**config.mk**
```make
export PLATFORM = sky130hd
export DESIGN_NAME = mipi_frame_sequencer
export DESIGN_NICKNAME = d
export VERILOG_FILES = /design/src/rtl/mipi_frame_sequencer.sv
export SDC_FILE = /design/constraint.sdc
export NUM_CORES = 1
export LEC_CHECK = 0
export ABC_AREA = 1
export ABC_CLOCK_PERIOD_IN_PS = 4600
export BUFFER_PORTS_ARGS = -buffer_cell sky130_fd_sc_hd__buf_2
export CORE_MARGIN = 2
export CORE_UTILIZATION = 40
export DETAILED_ROUTE_END_ITERATION = 7
export PLACE_DENSITY = 0.67
export SLEW_MARGIN = 20
export SYNTH_ARGS = -nofsm -noshare
export SYNTH_HDL_FRONTEND = slang
export SYNTH_SLANG_ARGS = --single-unit
```
**constraint.sdc**
```tcl
create_clock -name clk_pixel_i -period 4.6 [get_ports clk_pixel_i]
set_input_delay 0 -clock clk_pixel_i [delete_from_list [all_inputs] [get_ports clk_pixel_i]]
set_output_delay 0 -clock clk_pixel_i [all_outputs]
set_load 0.05 [all_outputs]
```
**src/rtl/mipi_frame_sequencer.sv**
```systemverilog
// CSI-2 capture sequencer: resets the RX chain, waits for lock, skips partial frames, counts whole frames and checks geometry.
// Optional watchdog on LOCK/SYNC/GAP is compiled in with FRAME_SEQ_TIMEOUT_EN.
module mipi_frame_sequencer #(
  parameter int PIX_CNT_W   = 12,
  parameter int LINE_CNT_W  = 12,
  parameter int FRAME_CNT_W = 8,
  parameter int RST_HOLD    = 16,
  parameter int TIMEOUT     = 2**20
) (
  input  logic                   clk_pixel_i,
  input  logic                   reset_i,
  input  logic                   pll_lock_i,
  input  logic                   start_i,
  input  logic                   abort_i,
  input  logic [FRAME_CNT_W-1:0] num_frames_i,
  input  logic [PIX_CNT_W-1:0]   exp_pix_i,
  input  logic [LINE_CNT_W-1:0]  exp_lines_i,
  input  logic                   fv_i,
  input  logic                   lv_i,
  output logic                   rx_reset_n_o,
  output logic                   capture_en_o,
  output logic                   sof_o,
  output logic                   eof_o,
  output logic                   busy_o,
  output logic                   done_o,
  output logic [FRAME_CNT_W-1:0] frame_cnt_o,
  output logic [3:0]             err_flags_o
);
  localparam int RC_W = $clog2(RST_HOLD + 1);

  typedef enum logic [2:0] {S_IDLE, S_RST, S_LOCK, S_SYNC, S_CAPT, S_GAP, S_DONE} state_t;
  state_t state_q, state_d;

  logic fv_q, fv_prev_q, lv_q, lv_prev_q;
  logic seen_low_q, seen_low_d;
  logic [RC_W-1:0] rst_cnt_q, rst_cnt_d;
  logic [FRAME_CNT_W-1:0] num_q, num_d, frame_q, frame_d, frame_inc;
  logic [PIX_CNT_W-1:0] exp_pix_q, exp_pix_d, pix_q, pix_d, pix_tot;
  logic [LINE_CNT_W-1:0] exp_lines_q, exp_lines_d, line_q, line_d, line_tot;
  logic [3:0] err_q, err_d;
  logic sof_q, sof_d, eof_q, eof_d, done_q, done_d, busy_q, cap_q, rxn_q;
  logic fv_rise, fv_fall, line_end, live, wd_hit;

  assign fv_rise   = fv_q & ~fv_prev_q;
  assign fv_fall   = ~fv_q & fv_prev_q;
  // A line also ends when the frame closes while lv is still high.
  assign line_end  = (~lv_q & lv_prev_q) | (fv_fall & lv_q);
  assign pix_tot   = (lv_q && pix_q != '1) ? pix_q + 1'b1 : pix_q;
  assign line_tot  = (line_end && line_q != '1) ? line_q + 1'b1 : line_q;
  assign frame_inc = frame_q + 1'b1;
  assign live      = (state_q == S_SYNC) || (state_q == S_CAPT) || (state_q == S_GAP);

`ifdef FRAME_SEQ_TIMEOUT_EN
  localparam int WD_W = $clog2(TIMEOUT + 1);
  logic [WD_W-1:0] wd_q, wd_d;
  logic wd_state;
  assign wd_state = (state_q == S_LOCK) || (state_q == S_SYNC) || (state_q == S_GAP);
  assign wd_hit   = wd_state && (wd_q == WD_W'(TIMEOUT - 1));
  always_comb begin
    wd_d = wd_q;
    if (state_d != state_q) wd_d = '0;
    else if (wd_state)      wd_d = wd_q + 1'b1;
  end
  always_ff @(posedge clk_pixel_i) begin
    if (reset_i) wd_q <= '0;
    else         wd_q <= wd_d;
  end
`else
  assign wd_hit = 1'b0;
`endif

  always_comb begin
    state_d     = state_q;
    rst_cnt_d   = rst_cnt_q;
    seen_low_d  = seen_low_q;
    num_d       = num_q;
    exp_pix_d   = exp_pix_q;
    exp_lines_d = exp_lines_q;
    pix_d       = pix_q;
    line_d      = line_q;
    frame_d     = frame_q;
    err_d       = err_q;
    sof_d       = 1'b0;
    eof_d       = 1'b0;
    done_d      = 1'b0;
    case (state_q)
      S_IDLE: if (start_i && !abort_i) begin
        num_d       = num_frames_i;
        exp_pix_d   = exp_pix_i;
        exp_lines_d = exp_lines_i;
        err_d       = '0;
        frame_d     = '0;
        rst_cnt_d   = '0;
        state_d     = S_RST;
      end
      S_RST: begin
        if (rst_cnt_q == RC_W'(RST_HOLD - 1)) state_d = S_LOCK;
        else                                  rst_cnt_d = rst_cnt_q + 1'b1;
      end
      S_LOCK: if (pll_lock_i) begin
        seen_low_d = 1'b0;
        state_d    = S_SYNC;
      end
      S_SYNC: begin
        // Only a rise preceded by fv low inside SYNC starts a whole frame.
        if (!fv_q) seen_low_d = 1'b1;
        if (fv_rise && seen_low_q) begin
          sof_d   = 1'b1;
          pix_d   = '0;
          line_d  = '0;
          state_d = S_CAPT;
        end
      end
      S_CAPT: begin
        pix_d = pix_tot;
        if (line_end) begin
          if (pix_tot != exp_pix_q) err_d[0] = 1'b1;
          line_d = line_tot;
          pix_d  = '0;
        end
        if (fv_fall) begin
          if (line_tot != exp_lines_q) err_d[1] = 1'b1;
          eof_d   = 1'b1;
          frame_d = frame_inc;
          line_d  = '0;
          pix_d   = '0;
          state_d = (num_q != '0 && frame_inc == num_q) ? S_DONE : S_GAP;
        end
      end
      S_GAP: if (fv_rise) begin
        sof_d   = 1'b1;
        pix_d   = '0;
        line_d  = '0;
        state_d = S_CAPT;
      end
      S_DONE: begin
        done_d  = 1'b1;
        state_d = S_IDLE;
      end
      default: state_d = S_IDLE;
    endcase
    if (live && !pll_lock_i) begin
      err_d[2] = 1'b1;
      done_d   = 1'b1;
      sof_d    = 1'b0;
      eof_d    = 1'b0;
      frame_d  = frame_q;
      state_d  = S_IDLE;
    end
    if (wd_hit) begin
      err_d[3] = 1'b1;
      done_d   = 1'b1;
      state_d  = S_IDLE;
    end
    if (abort_i) begin
      err_d   = err_q;
      frame_d = frame_q;
      sof_d   = 1'b0;
      eof_d   = 1'b0;
      done_d  = 1'b0;
      state_d = S_IDLE;
    end
  end

  always_ff @(posedge clk_pixel_i) begin
    if (reset_i) begin
      state_q     <= S_IDLE;
      fv_q        <= 1'b0;
      fv_prev_q   <= 1'b0;
      lv_q        <= 1'b0;
      lv_prev_q   <= 1'b0;
      seen_low_q  <= 1'b0;
      rst_cnt_q   <= '0;
      num_q       <= '0;
      exp_pix_q   <= '0;
      exp_lines_q <= '0;
      pix_q       <= '0;
      line_q      <= '0;
      frame_q     <= '0;
      err_q       <= '0;
      sof_q       <= 1'b0;
      eof_q       <= 1'b0;
      done_q      <= 1'b0;
      busy_q      <= 1'b0;
      cap_q       <= 1'b0;
      rxn_q       <= 1'b1;
    end else begin
      state_q     <= state_d;
      fv_q        <= fv_i;
      fv_prev_q   <= fv_q;
      lv_q        <= lv_i;
      lv_prev_q   <= lv_q;
      seen_low_q  <= seen_low_d;
      rst_cnt_q   <= rst_cnt_d;
      num_q       <= num_d;
      exp_pix_q   <= exp_pix_d;
      exp_lines_q <= exp_lines_d;
      pix_q       <= pix_d;
      line_q      <= line_d;
      frame_q     <= frame_d;
      err_q       <= err_d;
      sof_q       <= sof_d;
      eof_q       <= eof_d;
      done_q      <= done_d;
      busy_q      <= (state_d != S_IDLE);
      cap_q       <= (state_d == S_CAPT) && lv_i;
      rxn_q       <= (state_d != S_RST);
    end
  end

  assign rx_reset_n_o = rxn_q;
  assign capture_en_o = cap_q;
  assign sof_o        = sof_q;
  assign eof_o        = eof_q;
  assign busy_o       = busy_q;
  assign done_o       = done_q;
  assign frame_cnt_o  = frame_q;
  assign err_flags_o  = err_q;
endmodule

```
# Word-level counts from Yosys, hierarchy flattened
# Index checks and enable logic that the tools add are counted.
# Widths: inputs -> output; s select.
dict set report totals {
  out_inout_bits 18
  register_bits 86
  inputBits 39
  word_cells 137
}
dict set report op_classes {
  n_mux 43
  n_bitwise 11
  eq_ne 25
  n_reduce_logical 32
  add_sub_neg 4
}
# op count
set ops {}
lappend ops {{$mux 12} 8}
lappend ops {{$pmux 12 s3} 2}
lappend ops {{$mux 3} 9}
lappend ops {{$add 12x1->12 const B} 2}
lappend ops {{$ne 12x12->1} 2}
lappend ops {{$ne 12x12->1 const B} 2}
lappend ops {{$pmux 3 s6} 1}
lappend ops {{$mux 8} 2}
lappend ops {{$pmux 8 s2} 1}
lappend ops {{$reduce_and 5->1} 3}
lappend ops {{$ne 2x2->1 const B} 7}
lappend ops {{$mux 1} 13}
lappend ops {{$eq 3x3->1 const B} 4}
lappend ops {{$reduce_and 3->1} 4}
lappend ops {{$mux 5} 2}
lappend ops {{$pmux 5 s2} 1}
lappend ops {{$reduce_bool 2->1} 5}
lappend ops {{$add 8x1->8 const B} 1}
lappend ops {{$eq 8x8->1} 1}
lappend ops {{$reduce_bool 8->1} 1}
lappend ops {{$logic_and 1x1->1} 7}
lappend ops {{$eq 3x2->1 const B} 2}
lappend ops {{$ne 2x1->1 const B} 3}
lappend ops {{$not 1->1} 6}
lappend ops {{other kinds (19)} 26}

# Longest topological paths before layout
# Gate-level depths: netlist of run 1.
dict set report depth {
  ltp_word 10
  mapped_depth 18
  ltp_nobuf 18
}

# Worst setup path after synthesis of run 1
# No wires, ideal clock.
dict set report synth_path {
  kind {reg-to-reg}
  from {reg frame_q[0] (netlist: frame_cnt_o[0])}
  to {reg rxn_q (netlist: rx_reset_n_o)}
  t_arrival_ns 1.944
  path_buffers 0
  synth_period_minus_slack_ns 2.067
  required_time_ns 4.478
  setup_time_ns 0.122
  setup_slack_ns 2.533
  stages_incl_launch_ff 14
  path_cell_list {dfxtp_1 > ha_1 > nand4_1 > nor2_1 > xor2_1 > nand2_1 > nand3_1 > nor2_1 > nand3_1 > nand2_1 > nand2_1 > nand2_1 > nor2_1 > nand3b_1}
}
dict set report synth_between {
  elab_chain_len 9
}
# element line
set synth_rtl {}
lappend synth_rtl {{start: declaration} 37} ;# logic [FRAME_CNT_W-1:0] num_q, num_d, frame_q, frame_d, frame_inc;
lappend synth_rtl {{start signal: assignment} 200} ;# frame_q <= frame_d;
lappend synth_rtl {{$add 8x1->8} 50} ;# assign frame_inc = frame_q + 1'b1;
lappend synth_rtl {{$eq 8x8->1} 127} ;# state_d = (num_q != '0 && frame_inc == num_q) ? S_DONE : S_GAP;
lappend synth_rtl {{$logic_and 1x1->1} 127}
lappend synth_rtl {{$mux 2} 127}
lappend synth_rtl {{$mux 3} 121} ;# if (fv_fall) begin
lappend synth_rtl {{$pmux 3 s6} 86} ;# case (state_q)
lappend synth_rtl {{$mux 3} 142} ;# if (live && !pll_lock_i) begin
lappend synth_rtl {{$mux 3} 155} ;# if (abort_i) begin
lappend synth_rtl {{$ne 3x1->1} 207} ;# rxn_q <= (state_d != S_RST);
lappend synth_rtl {{end signal: assignment} 207}
lappend synth_rtl {{end: declaration} 41} ;# logic sof_q, sof_d, eof_q, eof_d, done_q, done_d, busy_q, cap_q, rxn_q;
# Every way passes these cells.
# A chain may end at the register's enable or synchronous reset.

# Worst setup path in the final report of run 1
dict set report layout_path {
  from {reg pix_q[0]}
  to {reg err_q[0] (netlist: err_flags_o[0])}
}
dict set report layout_between {
  elab_chain_len 6
  word_cells_on_any_way 7
  cone_classes {add/sub: 1; eq/ne: 3; mux: 1; reduce/logical: 2}
}
# element line
set layout_rtl {}
lappend layout_rtl {{start: declaration} 38} ;# logic [PIX_CNT_W-1:0] exp_pix_q, exp_pix_d, pix_q, pix_d, pix_tot;
lappend layout_rtl {{start signal: assignment} 198} ;# pix_q <= pix_d;
lappend layout_rtl {{branches (longest 2 deep; another with $add 12x1->12)} n/a}
lappend layout_rtl {{$mux 12 *} 48} ;# assign pix_tot = (lv_q && pix_q != '1) ? pix_q + 1'b1 : pix_q;
lappend layout_rtl {{$ne 12x12->1 *} 117} ;# if (pix_tot != exp_pix_q) err_d[0] = 1'b1;
lappend layout_rtl {{$ne 2x1->1 (no source line) *} n/a}
lappend layout_rtl {{$reduce_and 5->1 (no source line) *} n/a}
lappend layout_rtl {{end signal: assignment} 201} ;# err_q <= err_d;
lappend layout_rtl {{end: declaration} 40} ;# logic [3:0] err_q, err_d;
# Mark *: on every way between the ends.

==> results of run 1 <==
## worst max path at each step
stage                         from             end  slack [ns]  depth (start not counted)
global route              pix_q[0]  err_flags_o[0]        1.75                         18
CTS                       pix_q[0]  err_flags_o[0]        2.07                         18
finish                    pix_q[0]  err_flags_o[0]        2.05                         18
detailed placement        pix_q[0]  err_flags_o[0]        2.08                         18
floorplan           frame_cnt_o[0]    rx_reset_n_o        2.53                         13
global placement          pix_q[0]  err_flags_o[0]        2.10                         18
## synth_stat cells, drive strengths merged (3+ instances only)
library cell / instances / area, um2
nand2: 212 / 868
inv: 96 / 360
nor2: 92 / 373
dfxtp: 86 / 1720
nand3: 73 / 375
a21oi: 59 / 299
o21ai: 45 / 244
xor2: 18 / 158
nor3: 17 / 96.4
buf: 13 / 83.8
clkbuf: 11 / 42.5
nand4: 10 / 62.6
nand3b: 9 / 67.6
ha: 5 / 62.6
a32oi: 3 / 26.3
or2: 3 / 18.8
xnor2: 3 / 26.3
## sequential cells by signal (all words and copies together) (netlist names), 3 cells and up
signal / cells
err_flags_o: 3
exp_lines_q: 12
exp_pix_q: 12
frame_cnt_o: 8
line_q: 12
num_q: 8
pix_q: 12
rst_cnt_q: 5
state_q: 3
## cells in the final DEF, fill, tap and decap left out, types with 16 or more instances in the layout
cell,n
inv_1,92
nor3_1,16
buf_2,55
o21ai_0,41
nand3_1,71
dlygate4sd3_1,32
a21oi_1,58
nand2_1,196
xor2_1,18
nor2_1,85
dfxtp_1,86
## cell families (layout without fill, tap and decap cells)
group                    Yosys count  count (layout)  share of synthesized area
flip-flops                        86              86                      0.347
XOR/XNOR                          21              21                     0.0371
other                              1               1                   0.000756
AO/OA/AOI/OAI                    113             113                      0.126
AND/OR/NAND/NOR                  419             419                      0.379
buffers and inverters            120             199                     0.0981
adder cells (fa/ha/maj)            5               5                     0.0126
## power groups by stage
stage,combinational [W],clock [W],sequential (W)
after floorplan,0.000115,0,0.000794
after global placement,0.000155,0,0.000795
after detailed placement,0.000156,0,0.000795
after CTS,0.000178,0.000753,0.000779
after global routing,0.000205,0.000788,0.000781
final,0.000178,0.000738,0.000779
## critical path: stages (launching register included)
cell	delay, ns
dfxtp_1	0.43
ha_1	0.26
nand2_2	0.08
nor2_2	0.12
nand2_2	0.09
nor2_4	0.12
nand2_4	0.12
nand2_4	0.23
inv_1	0.19
nand2_2	0.11
nand2_1	0.05
nand2_1	0.05
nand2_1	0.06
nor2_1	0.10
nand2_1	0.05
nor2_1	0.14
nand2_1	0.09
nand2_1	0.08
a21oi_2	0.05
## cell type report
type,count,share of cell area
multi-input combinational,559,0.464
timing repair buffer,87,0.100
sequential,86,0.290
clock buffer,10,0.0385
inverter,96,0.0606
tap,168,0.0354
clock inverter,6,0.0118
## metal layers
metal,part of all wire,vias up,global-route usage
li1,-,2606,-
met1,0.50,2188,0.266
met2,0.45,92,0.311
met3,0.041,5,0.0480
met4,0.0053,0,0.0410
met5,0,-,0
## stage by stage
stage	hold WS, ns	util	worst slack (ns)
floorplan	0.0824	-	2.53
global placement	0.203	0.441	2.10
detailed placement	0.218	0.441	2.08
CTS	0.00426	0.493	2.07
global route	0.00961	0.493	1.75
finish	0.0103	0.493	2.05
## repair_timing
action | in CTS | in global routing
hold endpoints to repair | 33 | 0
hold buffers | 32 | 0
resized for setup | 0 | 0
==> flow_summary.ini, run 1 <==
[synthesis]
synth_nets = 809
synth-seq-cells = 86
postSynthCellCount = 765
synth.avg_cell_area_um2 = 6.49
synth-seq-area-share = 0.347
async_flop_share = 0
synth-edff-count = 0
ys_types = 41
syn-cell-area_um2 = 4960
synth_warnings = 0
ys.flop_type = dfxtp_1

[power_and_ir_drop]
power_density_nw_per_um2 = 285
share_comb_of_total_power = 0.105
p_sw_frac = 0.255
internal_power_w = 0.00126
p_switching_w = 0.000432
clockPowerShare = 0.435
p_total_w = 0.00170
pwr-share-seq = 0.460
p_leak_nw = 2.44
ir_drop_mv = 0.213

[hold_path]
worstHoldStart = abort_i
whs_path_depth = 4
hp-class = input port to flop
min_to = done_o

[critical_path]
rr_worst_depth = 18
end_kind = flop
worstSetupPathType = flop to flop
crit_arrival_ns = 2.77
reg2reg_slack_ns = 2.05
cp-start-kind = flop
r2r_start = pix_q[0]
rr_endpoint = err_flags_o[0]
crit_required_ns = 4.82
crit_fanout = 12

[sta]
rsz0062_at_grt = false
final_hold_viol_count = 0
finalClockSkew_ns = 0.00471
timing.final.crit_share = 0.554
relSlewSlack = 0.293
slew_violations = 0
setup_violations = 0
period_minus_slack_ns = 2.55
worstMarginPinSlew_ns = 1.06
setup_tns_ns = 0
fmax_ghz = 0.392

[final_layout]
n_antenna_cell = 0
drive_above_1_share = 0.126
fillers = 1220
stdcell_count = 1012
multi_input_area_um2 = 2760
regArea_um2 = 1720
nNetsFinal = 883
synthToLayoutAreaGrowth_pct = 19.8
postLayoutCellArea_um2 = 5940

[global_route]
grt_max_degree = 57
grt_pass1_vias = 4452
antenna_found_initial = 0
grt_pass1_wl_um = 20800
grt_usage = 0.194
grt_remaining_overflow = 0

[floorplan]
io_pins = 57
dieArea_um2 = 13300
core-area_um2 = 12100
die_w_um = 115
rows = 40
initial_core_util = 0.411
fp.dieH_um = 115

[clock_network]
clock_latency_ns = 0.34
cts_tree = done
cts_max_path_buffers = 2
cts_buffers = 9
cts.reportedPaths.clkPinSlew_ns = 0.06
post_cts_buffers = 0
cts_root_buffer = clkbuf_16
htree_levels = 3
cts_sinks = 86

[placement]
place_congestion = 0.868
io_buffers = 55
place_area_um2 = 5320
dp_hpwl_um = 8460
dp.cells = 964

[detailed_routing]
route.antenna.remaining_nets = 0
dr.pass1.iters = 4
routed_wl_um = 12200
drc = 0
wire_per_inst_um = 12.0
drtIter0Drc = 243
vias = 4891
vias_per_cell = 4.83

[flow_run]
drv_cap = 0

[outcome]
outcome = finished, final reports clean
(Power assumes the default switching activity.)
==> run 2, diff against run 1 <==
--- a/config.mk
+++ b/config.mk
@@ -6,12 +6,12 @@
 export NUM_CORES = 1
 export LEC_CHECK = 0
 export ABC_AREA = 1
-export ABC_CLOCK_PERIOD_IN_PS = 4600
+export ABC_CLOCK_PERIOD_IN_PS = 2210
 export BUFFER_PORTS_ARGS = -buffer_cell sky130_fd_sc_hd__buf_2
 export CORE_MARGIN = 2
 export CORE_UTILIZATION = 40
 export DETAILED_ROUTE_END_ITERATION = 7
-export PLACE_DENSITY = 0.67
+export PLACE_DENSITY = 0.69
 export SLEW_MARGIN = 20
 export SYNTH_ARGS = -nofsm -noshare
 export SYNTH_HDL_FRONTEND = slang
==> constraint.sdc (replaced) <==
create_clock -name clk_pixel_i -period 2.21 [get_ports clk_pixel_i]
set_input_delay 0 -clock clk_pixel_i [delete_from_list [all_inputs] [get_ports clk_pixel_i]]
set_output_delay 0 -clock clk_pixel_i [all_outputs]
set_load 0.05 [all_outputs]
==> run 2 against run 1 <==
Against the previous run: clock skew grew 0.0033 ns; setup slack lost 1.9 ns; via count grew 3.8%; utilization grew 2.7 points; global-route usage grew 0.38 points; total power grew 110%; flip-flop and latch count is the same; first-iteration DRC count grew 13%; wire length grew 4.6%; design area grew 5.5%; critical path depth is the same; register-to-register slack lost 1.9 ns; critical path type unchanged.
==> flow_summary.ini, run 2 (synthesis results as in run 1) <==
[clock_network]
clock_latency_ns = 0.35
cts_root_buffer = clkbuf_16
cts_sinks = 86
htree_levels = 3
cts.reportedPaths.clkPinSlew_ns = 0.06
cts_tree = done
cts_buffers = 9
cts_max_path_buffers = 2

[sta]
worstMarginPinSlew_ns = 0.535
relSlewSlack = 0.643
finalClockSkew_ns = 0.00800
fmax_ghz = 0.477
whs_ns = 0.0204
slew_violations = 0
setup_tns_ns = 0
final_hold_viol_count = 0
timing.final.crit_share = 0.948
period_minus_slack_ns = 2.10
setup_violations = 0

[final_layout]
postLayoutCellArea_um2 = 6270
layout_common_cells = nand2_1, inv_1, dfxtp_1, nor2_1, nand3_1
stdcell_count = 1049
nNetsFinal = 920
synthToLayoutAreaGrowth_pct = 26.3
drive_above_1_share = 0.168
final_common_cell = nand2_1
n_antenna_cell = 0

[critical_path]
r2r_start = pix_q[1]
worstSetupPathType = flop to flop
crit_required_ns = 2.49
cp-start-kind = flop
max_stage_delay_ns = 0.37
crit_family = simple AND/OR/NAND/NOR gates
end_kind = flop
crit_arrival_ns = 2.38
crit_start = pix_q[1]
crit_chain = ha_4, nand2_2, nor2_2, nand2_2, nor2_4, nand2_4, nand2_8, clkinvlp_4, buf_4, nand2_1, nand3_1, nand2_1, nor2_1, nand2_1, nor2_2, nand2_1, nand2_1, a21oi_2
slowest_stage = dfxtp_4
cpMostUsedCell = nand2_1
crit_fanout = 9
crit_buf_inv = 2

[detailed_routing]
routed_wl_um = 12700
drtIter0Drc = 274
vias = 5077
vias_per_cell = 4.84
wire_per_inst_um = 12.1
dr.pass1.iters = 4
drc = 0
route.antenna.remaining_nets = 0

[global_route]
grt_usage = 0.198
grt_remaining_overflow = 0
antenna_found_initial = 0
grt_pass1_vias = 4630
grt_pass1_wl_um = 21000
grt_max_degree = 49

[floorplan]
dieArea_um2 = 13300
rows = 40
initial_core_util = 0.411
io_pins = 57
core-area_um2 = 12100
die_w_um = 115
fp.dieH_um = 115

[placement]
dp.cells = 993
dp_hpwl_um = 8960
place_area_um2 = 5550
place_congestion = 0.848
io_buffers = 55

[flow_run]
drv_cap = 0

[hold_path]
hp-class = input port to flop
worstHoldStart = num_frames_i[0]

[outcome]
outcome = finished, final reports clean

[power_and_ir_drop]
p_leak_nw = 2.61
power_density_nw_per_um2 = 558
ir_drop_mv = 0.454
[run 2: cell count changes in the layout (fill, tap and decap cells not counted), sizes merged]
cell / change
buf: +35
bufinv: -1
clkinv: -1
dlygate4sd3: +2
inv: -3
clkinvlp: +1
clkbuf: +4
[run 2: final cells by class]
class,count,area (um2)
Fill cell,1181,5790
Multi-Input combinational cell,559,2790
Sequential cell,86,1730
Timing Repair Buffer,124,891
Inverter,96,364
Clock buffer,14,274
Tap cell,168,210
Clock inverter,2,15.0
[run 2: worst paths after layout]
path | end | cells after the start | slack, ns
max reg2reg | err_flags_o[0] | 18 | 0.11
max | err_flags_o[0] | 18 | 0.11
min | num_q[0] | 3 | 0.02
min reg2reg | err_flags_o[1] | 2 | 0.46
[run 2: per-stage QoR]
step            util  total power (W)  setup slack, ns
6_report       0.520          0.00350            0.114
3_3_place_gp   0.460          0.00200           0.0804
4_1_cts        0.513          0.00352           0.0123
3_5_place_dp   0.460          0.00200          0.00109
2_1_floorplan      -          0.00189            0.143
5_1_grt        0.520          0.00365          -0.0310
[run 2: worst register-to-register path: cells and delay by family (launching register included)]
kind / cells / cell delay (ns)
AOI/OAI and AO/OA: 1 / 0.10
DFF: 1 / 0.37
adders and majority gates: 1 / 0.14
buffers and inverters: 2 / 0.29
and+or+nand+nor: 14 / 1.13
[run 2: timing repair]
action | 4_1_cts | 5_1_grt
setup buffers | 0 | 6
hold buffers | 34 | 0
pin swaps | 0 | 2
setup endpoints to repair | 1 | 3
hold endpoints to repair | 35 | 0
gates resized for setup | 1 | 10
gates cloned | 0 | 0
[run 2: power breakdown]
group / total [W] / internal (W) / leakage [nW] / switching [W]
clock: 0.00148 / 0.000855 / 0.135 / 0.000620
sequential: 0.00162 / 0.00159 / 0.700 / 0.0000271
combinational: 0.000408 / 0.000176 / 1.78 / 0.000232
[run 2: metal layers]
metal / share of wire / vias to the layer above / track usage
li1: - / 2678 / -
met1: 0.49 / 2270 / 0.259
met2: 0.44 / 111 / 0.322
met3: 0.054 / 18 / 0.0469
met4: 0.017 / 0 / 0.0659
met5: 0 / - / 0
